## src/rtl/ws2812b_pkg.sv

```systemverilog
// Shared WS2812B definitions: receiver state encoding, pixel width and the
// 100 MHz timing defaults also used by the transmitter.
package ws2812b_pkg;

  typedef enum logic [1:0] {
    WAIT_LATCH = 2'd0,
    IDLE       = 2'd1,
    HIGH       = 2'd2,
    LOW        = 2'd3
  } state_t;

  localparam int PIXEL_BITS   = 24;
  localparam int T0H          = 40;
  localparam int T1H          = 80;
  localparam int T_BIT        = 125;
  localparam int BIT_THRESH   = 60;
  localparam int MIN_HIGH     = 15;
  localparam int LATCH_CYCLES = 5000;

endpackage

```

## src/rtl/ws2812b_sync_edge.sv

```systemverilog
// Two-flop synchronizer for an asynchronous input plus registered rise/fall
// strobes; strobes appear 3 clk after the raw edge, o_level after 2 clk.
module ws2812b_sync_edge (
  input  logic clk,
  input  logic reset,
  input  logic i_async,
  output logic o_level,
  output logic o_rise,
  output logic o_fall
);

  logic r_meta;
  logic r_sync;
  logic r_prev;
  logic r_rise;
  logic r_fall;

  always_ff @(posedge clk) begin
    if (reset) begin
      r_meta <= 1'b0;
      r_sync <= 1'b0;
      r_prev <= 1'b0;
      r_rise <= 1'b0;
      r_fall <= 1'b0;
    end else begin
      r_meta <= i_async;
      r_sync <= r_meta;
      r_prev <= r_sync;
      r_rise <= r_sync & ~r_prev;
      r_fall <= ~r_sync & r_prev;
    end
  end

  assign o_level = r_sync;
  assign o_rise  = r_rise;
  assign o_fall  = r_fall;

endmodule

```

## src/rtl/ws2812b_rx.sv

```systemverilog
// WS2812B NRZ receiver: pulse-width bit decoder, 24-bit GRB word assembly and
// latch-gap framing. Define WS2812B_RX_FORWARD_EN to forward words 1..N on dout.
module ws2812b_rx #(
  parameter int BIT_THRESH   = ws2812b_pkg::BIT_THRESH,
  parameter int MIN_HIGH     = ws2812b_pkg::MIN_HIGH,
  parameter int LATCH_CYCLES = ws2812b_pkg::LATCH_CYCLES,
  parameter int MAX_PIXELS   = 256
) (
  input  logic                          clk,
  input  logic                          reset,
  input  logic                          din,
  output logic [23:0]                   pixel_data,
  output logic                          pixel_valid,
  output logic [$clog2(MAX_PIXELS)-1:0] pixel_index,
  output logic                          frame_end,
  output logic                          bit_error,
  output logic                          dout
);
  import ws2812b_pkg::state_t;
  import ws2812b_pkg::WAIT_LATCH;
  import ws2812b_pkg::IDLE;
  import ws2812b_pkg::HIGH;
  import ws2812b_pkg::LOW;
  import ws2812b_pkg::PIXEL_BITS;

  localparam int CW = $clog2(LATCH_CYCLES + 1);
  localparam int IW = $clog2(MAX_PIXELS);
  localparam logic [CW-1:0] C_THRESH   = CW'(BIT_THRESH);
  localparam logic [CW-1:0] C_MIN      = CW'(MIN_HIGH);
  localparam logic [CW-1:0] C_LATCH_M1 = CW'(LATCH_CYCLES - 1);
  localparam logic [4:0]    C_LAST_BIT = 5'(PIXEL_BITS - 1);

  logic w_level;
  logic w_rise;
  logic w_fall;
  logic w_bit;
  logic [PIXEL_BITS-1:0] w_shift_next;

  state_t                r_state;
  logic [CW-1:0]         r_hcnt;
  logic [CW-1:0]         r_lcnt;
  logic [4:0]            r_bit_cnt;
  logic [PIXEL_BITS-1:0] r_shift;
  logic [PIXEL_BITS-1:0] r_pixel_data;
  logic                  r_pixel_valid;
  logic [IW-1:0]         r_pixel_index;
  logic                  r_frame_end;
  logic                  r_bit_error;

  ws2812b_sync_edge u_sync (
    .clk     (clk),
    .reset   (reset),
    .i_async (din),
    .o_level (w_level),
    .o_rise  (w_rise),
    .o_fall  (w_fall)
  );

  assign w_bit        = (r_hcnt >= C_THRESH);
  assign w_shift_next = {r_shift[PIXEL_BITS-2:0], w_bit};

  always_ff @(posedge clk) begin
    if (reset) begin
      r_state       <= WAIT_LATCH;
      r_hcnt        <= '0;
      r_lcnt        <= '0;
      r_bit_cnt     <= '0;
      r_shift       <= '0;
      r_pixel_data  <= '0;
      r_pixel_valid <= 1'b0;
      r_pixel_index <= '0;
      r_frame_end   <= 1'b0;
      r_bit_error   <= 1'b0;
    end else begin
      r_pixel_valid <= 1'b0;
      r_frame_end   <= 1'b0;
      r_bit_error   <= 1'b0;
      // The index names the word during its strobe and advances right after.
      if (r_pixel_valid) r_pixel_index <= r_pixel_index + IW'(1);

      unique case (r_state)
        WAIT_LATCH: begin
          if (w_level) begin
            r_lcnt <= '0;
          end else if (r_lcnt >= C_LATCH_M1) begin
            r_lcnt  <= '0;
            r_state <= IDLE;
          end else begin
            r_lcnt <= r_lcnt + CW'(1);
          end
        end
        IDLE: begin
          if (w_rise) begin
            r_hcnt  <= CW'(1);
            r_state <= HIGH;
          end
        end
        HIGH: begin
          if (w_fall) begin
            if (r_hcnt < C_MIN) begin
              r_bit_error <= 1'b1;
              r_shift     <= '0;
              r_bit_cnt   <= '0;
              r_lcnt      <= '0;
              r_state     <= WAIT_LATCH;
            end else begin
              r_shift <= w_shift_next;
              r_lcnt  <= '0;
              r_state <= LOW;
              if (r_bit_cnt == C_LAST_BIT) begin
                r_bit_cnt     <= '0;
                r_pixel_data  <= w_shift_next;
                r_pixel_valid <= 1'b1;
              end else begin
                r_bit_cnt <= r_bit_cnt + 5'd1;
              end
            end
          end else if (r_hcnt < C_THRESH) begin
            r_hcnt <= r_hcnt + CW'(1);
          end
        end
        LOW: begin
          if (w_rise) begin
            r_hcnt  <= CW'(1);
            r_state <= HIGH;
          end else if (r_lcnt >= C_LATCH_M1) begin
            r_frame_end   <= 1'b1;
            r_pixel_index <= '0;
            r_lcnt        <= '0;
            r_state       <= IDLE;
            // A latch gap inside a word means the word was truncated.
            if (r_bit_cnt != 5'd0) begin
              r_bit_error <= 1'b1;
              r_bit_cnt   <= '0;
              r_shift     <= '0;
            end
          end else begin
            r_lcnt <= r_lcnt + CW'(1);
          end
        end
        default: r_state <= WAIT_LATCH;
      endcase
    end
  end

  assign pixel_data  = r_pixel_data;
  assign pixel_valid = r_pixel_valid;
  assign pixel_index = r_pixel_index;
  assign frame_end   = r_frame_end;
  assign bit_error   = r_bit_error;

`ifdef WS2812B_RX_FORWARD_EN
  // Word 0 belongs to this node; everything after it is passed downstream.
  logic r_fwd;

  always_ff @(posedge clk) begin
    if (reset || r_frame_end || r_bit_error) begin
      r_fwd <= 1'b0;
    end else if (r_pixel_valid && (r_pixel_index == '0)) begin
      r_fwd <= 1'b1;
    end
  end

  assign dout = w_level & r_fwd;
`else
  assign dout = 1'b0;
`endif

endmodule
```

## config.mk

```make
export PLATFORM = sky130hd
export DESIGN_NAME = ws2812b_rx
export DESIGN_NICKNAME = d
export VERILOG_FILES = /design/src/rtl/ws2812b_pkg.sv /design/src/rtl/ws2812b_sync_edge.sv /design/src/rtl/ws2812b_rx.sv
export SDC_FILE = /design/constraint.sdc
export NUM_CORES = 1
export LEC_CHECK = 0
export CAP_MARGIN = 20
export CORE_ASPECT_RATIO = 1.5
export CORE_MARGIN = 5
export CORE_UTILIZATION = 39
export CTS_CLUSTER_DIAMETER = 30
export CTS_CLUSTER_SIZE = 10
export DETAILED_ROUTE_END_ITERATION = 8
export GPL_TIMING_DRIVEN = 0
export HOLD_SLACK_MARGIN = 0.06
export PLACE_DENSITY = 0.58
export SLEW_MARGIN = 40
export SYNTH_ARGS = -nofsm -noshare
export SYNTH_HDL_FRONTEND = slang
export SYNTH_SLANG_ARGS = --single-unit
```

## constraint.sdc

```tcl
create_clock -name clk -period 3.35 [get_ports clk]
set_input_delay 1.005 -clock clk [delete_from_list [all_inputs] [get_ports clk]]
set_output_delay 1.005 -clock clk [all_outputs]
set_load 0.005 [all_outputs]
```

Yosys cells after proc, flatten, opt, wreduce, memory -nomap -nowiden --
Cells that the tools add are included.
Storage, ports and cells: register bits after elaboration 96, word-level logic and storage cells 98, output and inout bits 36, bits of input ports 3
Cells by class: $add $sub $neg 4, reductions and logical operators 13, bitwise gates (word level) 8, equal/unequal tests 13, mux-type cells 41, magnitude comparators 4
Operators by type and width (number):
- two-way mux 23 bit | 5
- two-way mux 13 bit | 7
- one-hot mux 23 bit (2 select lines) | 1
- one-hot mux 13 bit (3 select lines) | 1
- two-way mux 8 bit | 4
- two-way mux 5 bit | 6
- adder 13 x 1 -> 13 bit (second input constant) | 2
- one-hot mux 13 bit (2 select lines) | 1
- >= comparator 13 bit (second input constant) | 1
- >= comparator 13 x 6 -> 1 bit (second input constant) | 1
- < comparator 13 x 4 -> 1 bit (second input constant) | 1
- < comparator 13 x 6 -> 1 bit (second input constant) | 1
- two-way mux 2 bit | 6
- inequality test 2 bit (second input constant) | 6
- one-hot mux 5 bit (2 select lines) | 1
- adder 8 x 1 -> 8 bit (second input constant) | 1
- one-hot mux 2 bit (4 select lines) | 1
- AND reduction 4 bit | 2
- two-way mux 1 bit | 7
- inequality test 2 x 1 -> 1 bit (second input constant) | 3
- inverter 1 bit | 6
- AND reduction 3 bit | 2
- adder 5 x 1 -> 5 bit (second input constant) | 1
- == test 5 bit (second input constant) | 1
- 12 further kinds | 15

Depth between registers and ports, before layout --
Gate-level depths: netlist (run 1).
word-level depth 5, gate-level depth with buffers 8, mapped depth without buffers 7

Cells and area by module --
Synthesis (run 1) repeated with hierarchy kept, for this count alone.
Second synthesis, totals: cell total of the unflattened synthesis 419, area total of the unflattened synthesis 4017.6 µm²
Modules (own cells, without submodules):
- ws2812b_rx | area an instance 3883.7 µm², seq. area each 1821.7 µm², times used 1, cells each 409
- ws2812b_sync_edge | area an instance 133.9 µm², seq. area each 100.1 µm², times used 1, cells each 10

Worst setup path after synthesis (run 1) --
Ideal clock, no wire load.
kind flip-flop to flip-flop, start reg r_bit_cnt[0], end reg r_bit_cnt[0], setup time 0.101 ns, arrival time 1.960 ns, buffers on the path 1, slack 1.289 ns, cell stages (with the launch flop) 9, period minus slack after synthesis 2.061 ns, required time 3.249 ns, path through dfxtp_1 -> inv_1 -> ha_1 -> or4b_4 -> a32o_2 -> a311oi_4 -> buf_6 -> nand2_1 -> o41ai_1
Between the ends: word-level cells in the longest chain between the ends 5, elaborated cells between the ends (all ways) 9, classes of those cells 1 x add/sub; 2 x eq/ne; 4 x mux; 2 x reduce/logical
RTL lines:
- start: declaration | RTL line ws2812b_rx.sv:42 | logic [4:0] r_bit_cnt;
- start signal: assignment | RTL line ws2812b_rx.sv:115 | r_bit_cnt <= r_bit_cnt + 5'd1;
- adder 5 x 1 -> 5 bit or == test 5 bit (tied branches) | RTL line ws2812b_rx.sv:115, ws2812b_rx.sv:110
- two-way mux 5 bit | RTL line ws2812b_rx.sv:110 | if (r_bit_cnt == C_LAST_BIT) begin
- two-way mux 5 bit | RTL line ws2812b_rx.sv:100 | if (r_hcnt < C_MIN) begin
- two-way mux 5 bit | RTL line ws2812b_rx.sv:99 | if (w_fall) begin
- one-hot mux 5 bit (2 select lines) | RTL line ws2812b_rx.sv:81 | unique case (r_state)
Several ways; a longest one is shown, not always the timed one. The select of a mux whose other input is x is not followed. A chain may end at the register's enable or synchronous reset.

Worst setup path in the final report (run 1) --
start reg r_pixel_valid (netlist: pixel_valid), end out pixel_valid
RTL lines:
- start: declaration | RTL line ws2812b_rx.sv:45 | logic r_pixel_valid;
- start signal: assignment | RTL line ws2812b_rx.sv:70 | r_pixel_valid <= 1'b0;
- start signal: assignment | RTL line ws2812b_rx.sv:75 | r_pixel_valid <= 1'b0;
- start signal: assignment | RTL line ws2812b_rx.sv:113 | r_pixel_valid <= 1'b1;
- end: declaration | RTL line ws2812b_rx.sv:13 | output logic pixel_valid,
No word-level cell between the ends.

==> out/qor.yml, run 1 <==
status: "finished, final reports clean"
fmax_ghz: 0.418
track_usage_pct: 13.1
die_h_um: 130
irDropWorstVdd_mv: 0.323
num_vias: 2740
cts_max_path_buffers: 2
post_cts_resized: 0
die_area_mm2: 0.0117
portBuffers: 37
critical_path_class: "reg2out"
syn-instance-count: 365
path_depth: 1
firstDrtPassIters: 4
reg2reg_to: "r_lcnt[5]"
crit_end: "pixel_valid"
cp_slowest_cell: "clkdlybuf4s50_1"
synth_top_flop_cell: "dfxtp_1"
mostFrequentLayoutCells: "96 x dfxtp_1, 49 x nor2_1, 37 x clkdlybuf4s50_1"
grt_start_max_net_pins: 18
core_area_mm2: 0.00952
drcViolationCount: 0
drive_above_1_share_pct: 12.2
hold_viol_final: 0
clock_latency_ns: 0.35
worst_pin_slew_ns: 0.701
drv_slew: 0
syn_area_per_cell_um2: 10.3
viasPerCell: 5.14
crit_family: "buffers and inverters"
fin_skew_ns: 0.00792
drt.antenna.violating_nets: 0
ys_seq_elements: 96
synth_fp_nets: 374
ioPinCount: 39
grt_overflow_total: 0
cts_sinks: 96
worstPathArrival_ns: 1.39
slowest_delay_ns: 0.56
synthArstFlopShare_pct: 0
gp_congestion: 0.779
synth_warnings: 0
insertedDiodeCount: 0
rows: 44
fin_crit_ns: 2.39
grt_setup_unrepaired: "no"
fin_crit_sh_pct: 71.5
wl_per_cell_um: 13.8
grt_pass1_vias: 2720
synth-edff-count: 0
cp.required_ns: 2.34
drv_cap: 0
setup-tns-final_ns: 0
final_common_cell: "dfxtp_1"
stdcell_count: 533
grt_pass1_wl_um: 12600
yosysUniqueCellTypes: 51
nets: 422
path_buf_inv: 1
numCtsBuffers: 9
postCtsHoldBufs: 0
r2r_cells: 6
root_buffer: "clkbuf_16"
h-tree-depth: 3
drtIter0Drc: 76
crit_fanout: 7
placed_cells: 517
power_density_mw_per_mm2: 501
timing.rr.start: "r_state[0]"
reg2reg_setup_slack_ns: 0.96
cp_cell_sequence: "clkdlybuf4s50_1"
cp-end-kind: "output pin"
antenna_found_initial: 0
cts_tree: "built"
clk_pin_slew_ns: 0.07
start_util_pct: 39.4
routed_wl_um: 7330
hold_class: "reg2reg"
ys_seq_area_share_pct: 51.2
setup_viol: 0
power_leakage_uw: 0.00188
slew_headroom_pct: 53.3
startpoint: "pixel_valid"
hpwlAfterDp_um: 5410
postCtsSetupBuffers: 0
startpoint_type: "register"
syn_to_final_growth_pct: 22.6
num-fill-cells: 911
netlist_area_mm2: 0.00375
die_w_um: 90.1
==> layout make-up <==
class	instances	area [um2]	share of cell area, %
timing repair buffer	37	370	8.05
sequential	96	1920	41.8
buffer	15	93.8	2.04
inverter	9	33.8	0.734
tap	115	144	3.13
clock inverter	7	104	2.26
multi-input combinational	245	1710	37.1
clock buffer	9	225	4.90
==> where the power goes <==
group | internal [uW] | leakage [uW] | switching [uW] | total (uW)
logic | 14.5 | 0.000948 | 27.6 | 42.1
clock network | 664 | 0.000159 | 447 | 1110
registers | 1150 | 0.000774 | 4.51 | 1150
total | 1820 | 0.00188 | 479 | 2300
==> how the worst min path moves through the flow <==
stage                              from       endpoint  slack, ns  cells after the start
after detailed placement  u_sync.r_prev  u_sync.o_rise       0.40                      1
after CTS                 u_sync.r_prev  u_sync.o_rise       0.42                      1
after global placement    u_sync.r_prev  u_sync.o_rise       0.39                      1
after global routing      u_sync.r_prev  u_sync.o_rise       0.45                      1
final                     u_sync.r_prev  u_sync.o_rise       0.42                      1
after floorplan           u_sync.r_prev  u_sync.o_rise       0.38                      1
==> state kept, by name, summed over array words and instances (netlist names) <==
register        flops
u_sync.r_prev       1
r_bit_cnt           5
u_sync.o_rise       1
r_state             2
u_sync.o_level      1
pixel_valid         1
u_sync.o_fall       1
r_hcnt             13
frame_end           1
bit_error           1
pixel_data         24
r_shift            23
pixel_index         8
r_lcnt             13
u_sync.r_meta       1
==> metal layers <==
metal / GRT usage, % / vias up / wire length [um]
met4: 8.24 / 0 / 242
met3: 3.29 / 17 / 262
met5: 0 / - / 0
met1: 14.7 / 1278 / 3230
li1: - / 1398 / -
met2: 22.3 / 47 / 3590
==> Yosys cell counts (3+ instances only) <==
cell,number,area [um2]
nand4_1,8,50.1
nor2b_1,6,37.5
nand3_1,10,50.1
and2_1,9,56.3
nor3b_1,6,45.0
o21ai_0,5,25.0
and4_1,3,26.3
a22o_2,18,180
nand2_1,17,63.8
dfxtp_1,96,1920
a22o_1,6,52.6
or3_1,3,18.8
a31oi_1,4,25.0
inv_1,9,33.8
xnor2_1,8,70.1
and3_1,8,50.1
nor2_1,49,184
a21oi_1,10,50.1
buf_2,3,15.0
clkbuf_1,7,26.3
nor3_1,3,15.0
buf_6,4,45.0
xor2_1,10,87.6
ha_1,6,75.1
mux2i_1,27,270
==> cell families after synthesis <==
family | Yosys count | synth area share, %
xor gates and xnor gates | 18 | 4.20
buffers and inverters | 24 | 3.40
DFF | 96 | 51.2
and+or+nand+nor | 131 | 17.9
other | 1 | 0.0999
muxes | 27 | 7.20
adders and majority gates | 6 | 2.00
AOI/OAI and AO/OA | 62 | 14.0
==> per-stage QoR <==
step | worst slack (ns) | total power [uW] | cell area, um2 | hold WS, ns | util (%)
after floorplan | 1.29 | 1210 | 3750 | 0.383 | -
after CTS | 0.935 | 2340 | 4600 | 0.419 | 48.3
after detailed placement | 0.649 | 1220 | 4270 | 0.398 | 44.9
after global routing | 0.721 | 2390 | 4600 | 0.448 | 48.3
final | 0.956 | 2300 | 4600 | 0.421 | 48.3
after global placement | 0.633 | 1220 | 4270 | 0.389 | 44.8
Power figures use the tool's default switching activity.
==> run 2: changes to the inputs <==
Settings changed: PLACE_DENSITY 0.58 to 0.61.
Clock period 3.35 ns to 2.2 ns, I/O delays scaled along.
==> run 2 against run 1 <==
  * Final cell count is 0.56% higher
  * Non-clock buffer count is 3 higher
  * Clock-buffer cell count stayed put
  * Setup slack worse by 0.89 ns
  * Cell area is 1.1% higher
  * Register-to-register slack worse by 0.89 ns
  * Clock power is 53% higher
  * Critical endpoint is now r_shift[16]
  * Largest cell class unchanged
==> out/qor.yml, run 2 (synthesis results as in run 1) <==
place_ws_ns: -0.261  # -0.910 ns
reg2reg_to: "r_shift[16]"
nets: 425  # +0.71%
hold_start: "u_sync.r_prev"
fin_total_pwr_uw: 3520  # +53%
power_leakage_uw: 0.00191  # +1.6%
wl_per_cell_um: 14.2  # +3.5%
cp_slowest_cell: "or4b_4"
grt_setup_unrepaired: "no"
drt.antenna.violating_nets: 0  # unchanged
h-tree-depth: 3  # unchanged
drtIter0Drc: 101  # +33%
rows: 44  # unchanged
drv_slew: 0  # unchanged
postCtsHoldBufs: 0  # unchanged
crit_end: "r_shift[16]"
syn_to_final_growth_pct: 23.9
num_vias: 2786  # +1.7%
reg2reg_setup_slack_ns: 0.07  # -0.89 ns
gp_congestion: 0.797  # +2.3%
insertedDiodeCount: 0  # unchanged
fin_skew_ns: 0.00591  # -0.00201 ns
ioPinCount: 39  # unchanged
grt_pass1_vias: 2843  # +4.5%
critical_path_class: "reg2reg"
clock_latency_ns: 0.34  # about the same
r2r_cells: 8  # +2
power_density_mw_per_mm2: 757  # +51%
root_buffer: "clkbuf_16"
stdcell_count: 536  # +0.56%
setup-tns-final_ns: 0  # unchanged
viasPerCell: 5.20  # +1.1%
cp_cell_sequence: "inv_1 -> ha_1 -> or4b_4 -> a32o_2 -> a31oi_4 -> nor2_4 -> buf_6 -> a22o_2"
timing.rr.start: "r_bit_cnt[0]"
startpoint: "r_bit_cnt[0]"
firstDrtPassIters: 4  # unchanged
die_w_um: 90.1  # unchanged
drcViolationCount: 0  # unchanged
worst_pin_slew_ns: 0.610  # -0.0907 ns
cp.required_ns: 2.43  # +0.09 ns
core_area_mm2: 0.00952  # unchanged
fin_crit_ns: 2.13
slowest_delay_ns: 0.47  # -0.09 ns
grt_pass1_wl_um: 13400  # +6.0%
hpwlAfterDp_um: 5480  # +1.3%
status: "finished, final reports clean"
final_common_cell: "dfxtp_1"
grt_overflow_total: 0  # unchanged
portBuffers: 37  # unchanged
fmax_ghz: 0.469
track_usage_pct: 13.9  # +0.77 points
fin_crit_sh_pct: 97.0
cts_max_path_buffers: 2  # unchanged
cts_tree: "built"
crit_fanout: 10  # +3
irDropWorstVdd_mv: 0.487  # +51%
holdWs_ns: 0.407  # -0.0142 ns
hold_class: "reg2reg"
setup_viol: 0  # unchanged
hold_viol_final: 0  # unchanged
drive_above_1_share_pct: 14.0  # +1.8 points
drv_cap: 0  # unchanged
grt_start_max_net_pins: 18  # unchanged
die_h_um: 130  # unchanged
die_area_mm2: 0.0117  # unchanged
worstPathArrival_ns: 2.37  # +0.98 ns
placed_cells: 517  # unchanged
cts_sinks: 96  # unchanged
final.setup.worst_slack_ns: 0.0669  # -0.889 ns
clk_pin_slew_ns: 0.07  # about the same
cp-end-kind: "register"
start_util_pct: 39.4  # unchanged
startpoint_type: "register"
numCtsBuffers: 9  # unchanged
largest_register_ffs: 24  # unchanged
slew_headroom_pct: 59.1  # +5.8 points
antenna_found_initial: 0  # unchanged
mostFrequentLayoutCells: "95 x dfxtp_1, 49 x nor2_1, 37 x clkdlybuf4s50_1"
routed_wl_um: 7630  # +4.1%
## run 2: worst min-delay path by stage
stage	slack, ns	depth (start not counted)	to
6_report	0.41	1	u_sync.o_rise
3_5_place_dp	0.40	1	u_sync.o_rise
4_1_cts	0.41	1	u_sync.o_rise
5_1_grt	0.42	1	u_sync.o_rise
3_3_place_gp	0.39	1	u_sync.o_rise
2_1_floorplan	0.38	1	u_sync.o_rise
## run 2: stage by stage
stage | cell area (um2) | util, %
global placement | 4270 | 44.8
floorplan | 3750 | -
global route | 4650 | 48.8
detailed placement | 4270 | 44.9
CTS | 4630 | 48.6
finish | 4650 | 48.8
## run 2: layout make-up
type / instances / area [um2]
multi-input combinational: 245 / 1730
tap: 115 / 144
buffer: 15 / 96.3
inverter: 9 / 33.8
clock buffer: 9 / 225
clock inverter: 7 / 104
sequential: 96 / 1920
timing repair buffer: 40 / 393
fill: 912 / 4870
## run 2: worst max-delay path, delay by kind of cell, from the launching register on
kind | cells | cell delay, ns
AOI/OAI and AO/OA | 3 | 0.77
and+or+nand+nor | 2 | 0.56
DFF | 1 | 0.34
buffers and inverters | 2 | 0.21
adders and majority gates | 1 | 0.14
## run 2: repair_timing
| item | CTS | global route |
|---|---|---|
| gates cloned | 0 | 0 |
| pin swaps | 2 | 2 |
| gates resized for setup | 1 | 10 |
| setup buffers | 3 | 0 |
| setup endpoints to repair | 50 | 38 |
## run 2: metal layers
metal  GRT usage (%)  part of all wire [%]
met5               0                     0
met4            5.78                   1.9
met3            3.81                   3.7
met2            25.3                    53
met1            15.2                    42
## run 2: report_power, final
part	internal [uW]	switching, uW	leakage, uW
Sequential	1740	6.91	0.000774
Combinational	24.4	44.1	0.000976
Clock	1010	691	0.000160
Total	2780	742	0.00191
==> run 3: changes to the inputs <==
Settings changed: TNS_END_PERCENT from default to 1.
==> run 3 against run 2 <==
  * The run now ends with negative setup slack left
  * Cell area grew 0.54%
  * Via count barely moved
  * Non-clock buffer count is 1 higher
  * Register-to-register slack worse by 0.07 ns
  * Sequential share of layout area fell by 0.19 points
  * Wire length about the same
  * Critical path type unchanged
  * Sequential cell count unchanged
  * Fmax down 3.1%
  * First-iteration DRC count fell by 4.0%
  * Die area did not move
  * Global-route usage hardly changed
==> out/qor.yml, run 3 (synthesis results as in run 1) <==
status: "finished, violations left"
violations: "negative setup slack"
numCtsBuffers: 9  # unchanged
num_vias: 2785  # -0.036%
regArea_mm2: 0.00192  # about the same
fin_crit_sh_pct: 100  # +3.1 points
irDropWorstVdd_mv: 0.487  # about the same
hold_class: "reg2reg"
critical_path_class: "reg2reg"
path_buf_inv: 2  # unchanged
worstPathArrival_ns: 2.44  # +0.07 ns
sequentialPowerShare_pct: 49.8  # about the same
internal_power_uw: 2780  # about the same
postCtsHoldBufs: 0  # unchanged
final_common_cell: "dfxtp_1"
drive_above_1_share_pct: 14.5  # +0.44 points
r2r_cells: 8  # unchanged
viasPerCell: 5.19  # -0.22%
firstDrtPassIters: 4  # unchanged
setup-tns-final_ns: -0.00229  # -0.00229 ns
drcViolationCount: 0  # unchanged
antenna_found_initial: 0  # unchanged
drv_slew: 0  # unchanged
hold_depth: 1  # unchanged
holdWs_ns: 0.407  # -0.000207 ns
grt_overflow_total: 0  # unchanged
grt_pass1_vias: 2842  # -0.035%
hold_viol_final: 0  # unchanged
fmax_ghz: 0.454  # -3.1%
die_h_um: 130  # unchanged
combPwrFrac_pct: 1.9  # about the same
power_density_mw_per_mm2: 752  # -0.62%
cp-end-kind: "register"
power_leakage_uw: 0.00192  # +0.73%
start_util_pct: 39.4  # unchanged
h-tree-depth: 3  # unchanged
startpoint_type: "register"
grt_pass1_wl_um: 13300  # -0.31%
path_depth: 8  # unchanged
num-fill-cells: 908  # -0.44%
slew_headroom_pct: 59.2  # +0.084 points
crit_family: "compound AO/OA/AOI/OAI gates"
cp_cell_sequence: "inv_1 -> ha_1 -> or4b_4 -> a32o_2 -> a311oi_4 -> buf_6 -> nand2_1 -> o41ai_1"
ioPinCount: 39  # unchanged
drtIter0Drc: 97  # -4.0%
place_ws_ns: -0.261  # unchanged
drv_cap: 0  # unchanged
crit_fanout: 10  # unchanged
root_buffer: "clkbuf_16"
grt_setup_unrepaired: "yes"
setup_viol: 1  # +1
gp_congestion: 0.797  # unchanged
multi_input_area_mm2: 0.00174  # +0.65%
power_frac_clock_pct: 48.3  # about the same
clk_pin_slew_ns: 0.06  # about the same
track_usage_pct: 13.8  # -0.049 points
fin_skew_ns: 0.00740  # +0.00148 ns
insertedDiodeCount: 0  # unchanged
fin_crit_ns: 2.20  # +0.0692 ns
die_w_um: 90.1  # unchanged
cts_tree: "built"
core_area_mm2: 0.00952  # unchanged
portBuffers: 37  # unchanged
hpwlAfterDp_um: 5480  # unchanged
largest_register_ffs: 24  # unchanged
syn_to_final_growth_pct: 24.6
slowest_delay_ns: 0.47  # about the same
worst_pin_slew_ns: 0.609  # -0.00126 ns
reg2reg_setup_slack_ns: -0.002  # -0.07 ns
cp.required_ns: 2.44  # about the same
wl_per_cell_um: 14.2  # about the same
clock_latency_ns: 0.34  # about the same
cp_slowest_cell: "or4b_4"
die_area_mm2: 0.0117  # unchanged
cts_max_path_buffers: 2  # unchanged
cts_sinks: 96  # unchanged
nets: 426  # +0.24%
routed_wl_um: 7630  # about the same
rows: 44  # unchanged
drt.antenna.violating_nets: 0  # unchanged
switchingPower_uw: 740  # -0.24%
grt_start_max_net_pins: 18  # unchanged
sw_frac_of_total_pct: 21.0  # -0.033 points
final.setup.worst_slack_ns: -0.00229  # -0.0692 ns
mostFrequentLayoutCells: "94 x dfxtp_1, 49 x nor2_1, 37 x clkdlybuf4s50_1"
[run 3: layout make-up]
type / count / share of cell area, %
plain buffers: 15 / 2.17
clock buffers: 9 / 4.82
clock inverters: 7 / 2.22
inverters: 9 / 0.723
multi-input cells: 245 / 37.3
flip-flops and latches: 96 / 41.2
well taps: 115 / 3.08
repair buffers: 41 / 8.57
[run 3: worst paths after layout]
path,from,to
setup / recovery,r_bit_cnt[0],r_bit_cnt[0]
hold / removal,u_sync.r_prev,u_sync.o_rise
setup reg to reg,r_bit_cnt[0],r_bit_cnt[0]
hold reg to reg,u_sync.r_prev,u_sync.o_rise
[run 3: stage by stage]
| step | total power, uW | instances | area (um2) | util [%] |
|---|---|---|---|---|
| after global placement | 1850 | 517 | 4270 | 44.8 |
| final | 3520 | 537 | 4670 | 49.1 |
| after global routing | 3640 | 537 | 4670 | 49.1 |
| after detailed placement | 1860 | 517 | 4270 | 44.9 |
| after CTS | 3550 | 533 | 4620 | 48.5 |
| after floorplan | 1840 | 365 | 3750 | - |
[run 3: worst register-to-register path: cells and delay by family, from the launching register on]
kind	cells	cell delay, ns
flip-flops	1	0.34
AO/OA/AOI/OAI	3	0.82
AND/OR/NAND/NOR	2	0.53
buffers and inverters	2	0.26
adder cells (fa/ha/maj)	1	0.14
[run 3: power by group through the flow]
stage               clock (uW)  combinational (uW)  sequential [uW]
finish                    1700                67.0             1750
global route              1810                76.1             1750
CTS                       1730                67.7             1750
detailed placement           0                66.7             1790
global placement             0                64.3             1790
floorplan                    0                45.6             1790
[run 3: timing repair]
action	4_1_cts	5_1_grt
pin swaps	3	5
resized for setup	6	10
endpoints found under the setup margin	50	53
setup buffers	0	4
[run 3: routing by layer]
layer	GRT usage, %	part of all wire (%)
met1	15.0	41
met2	25.3	53
met3	3.81	3.8
met4	5.78	1.5
met5	0	0
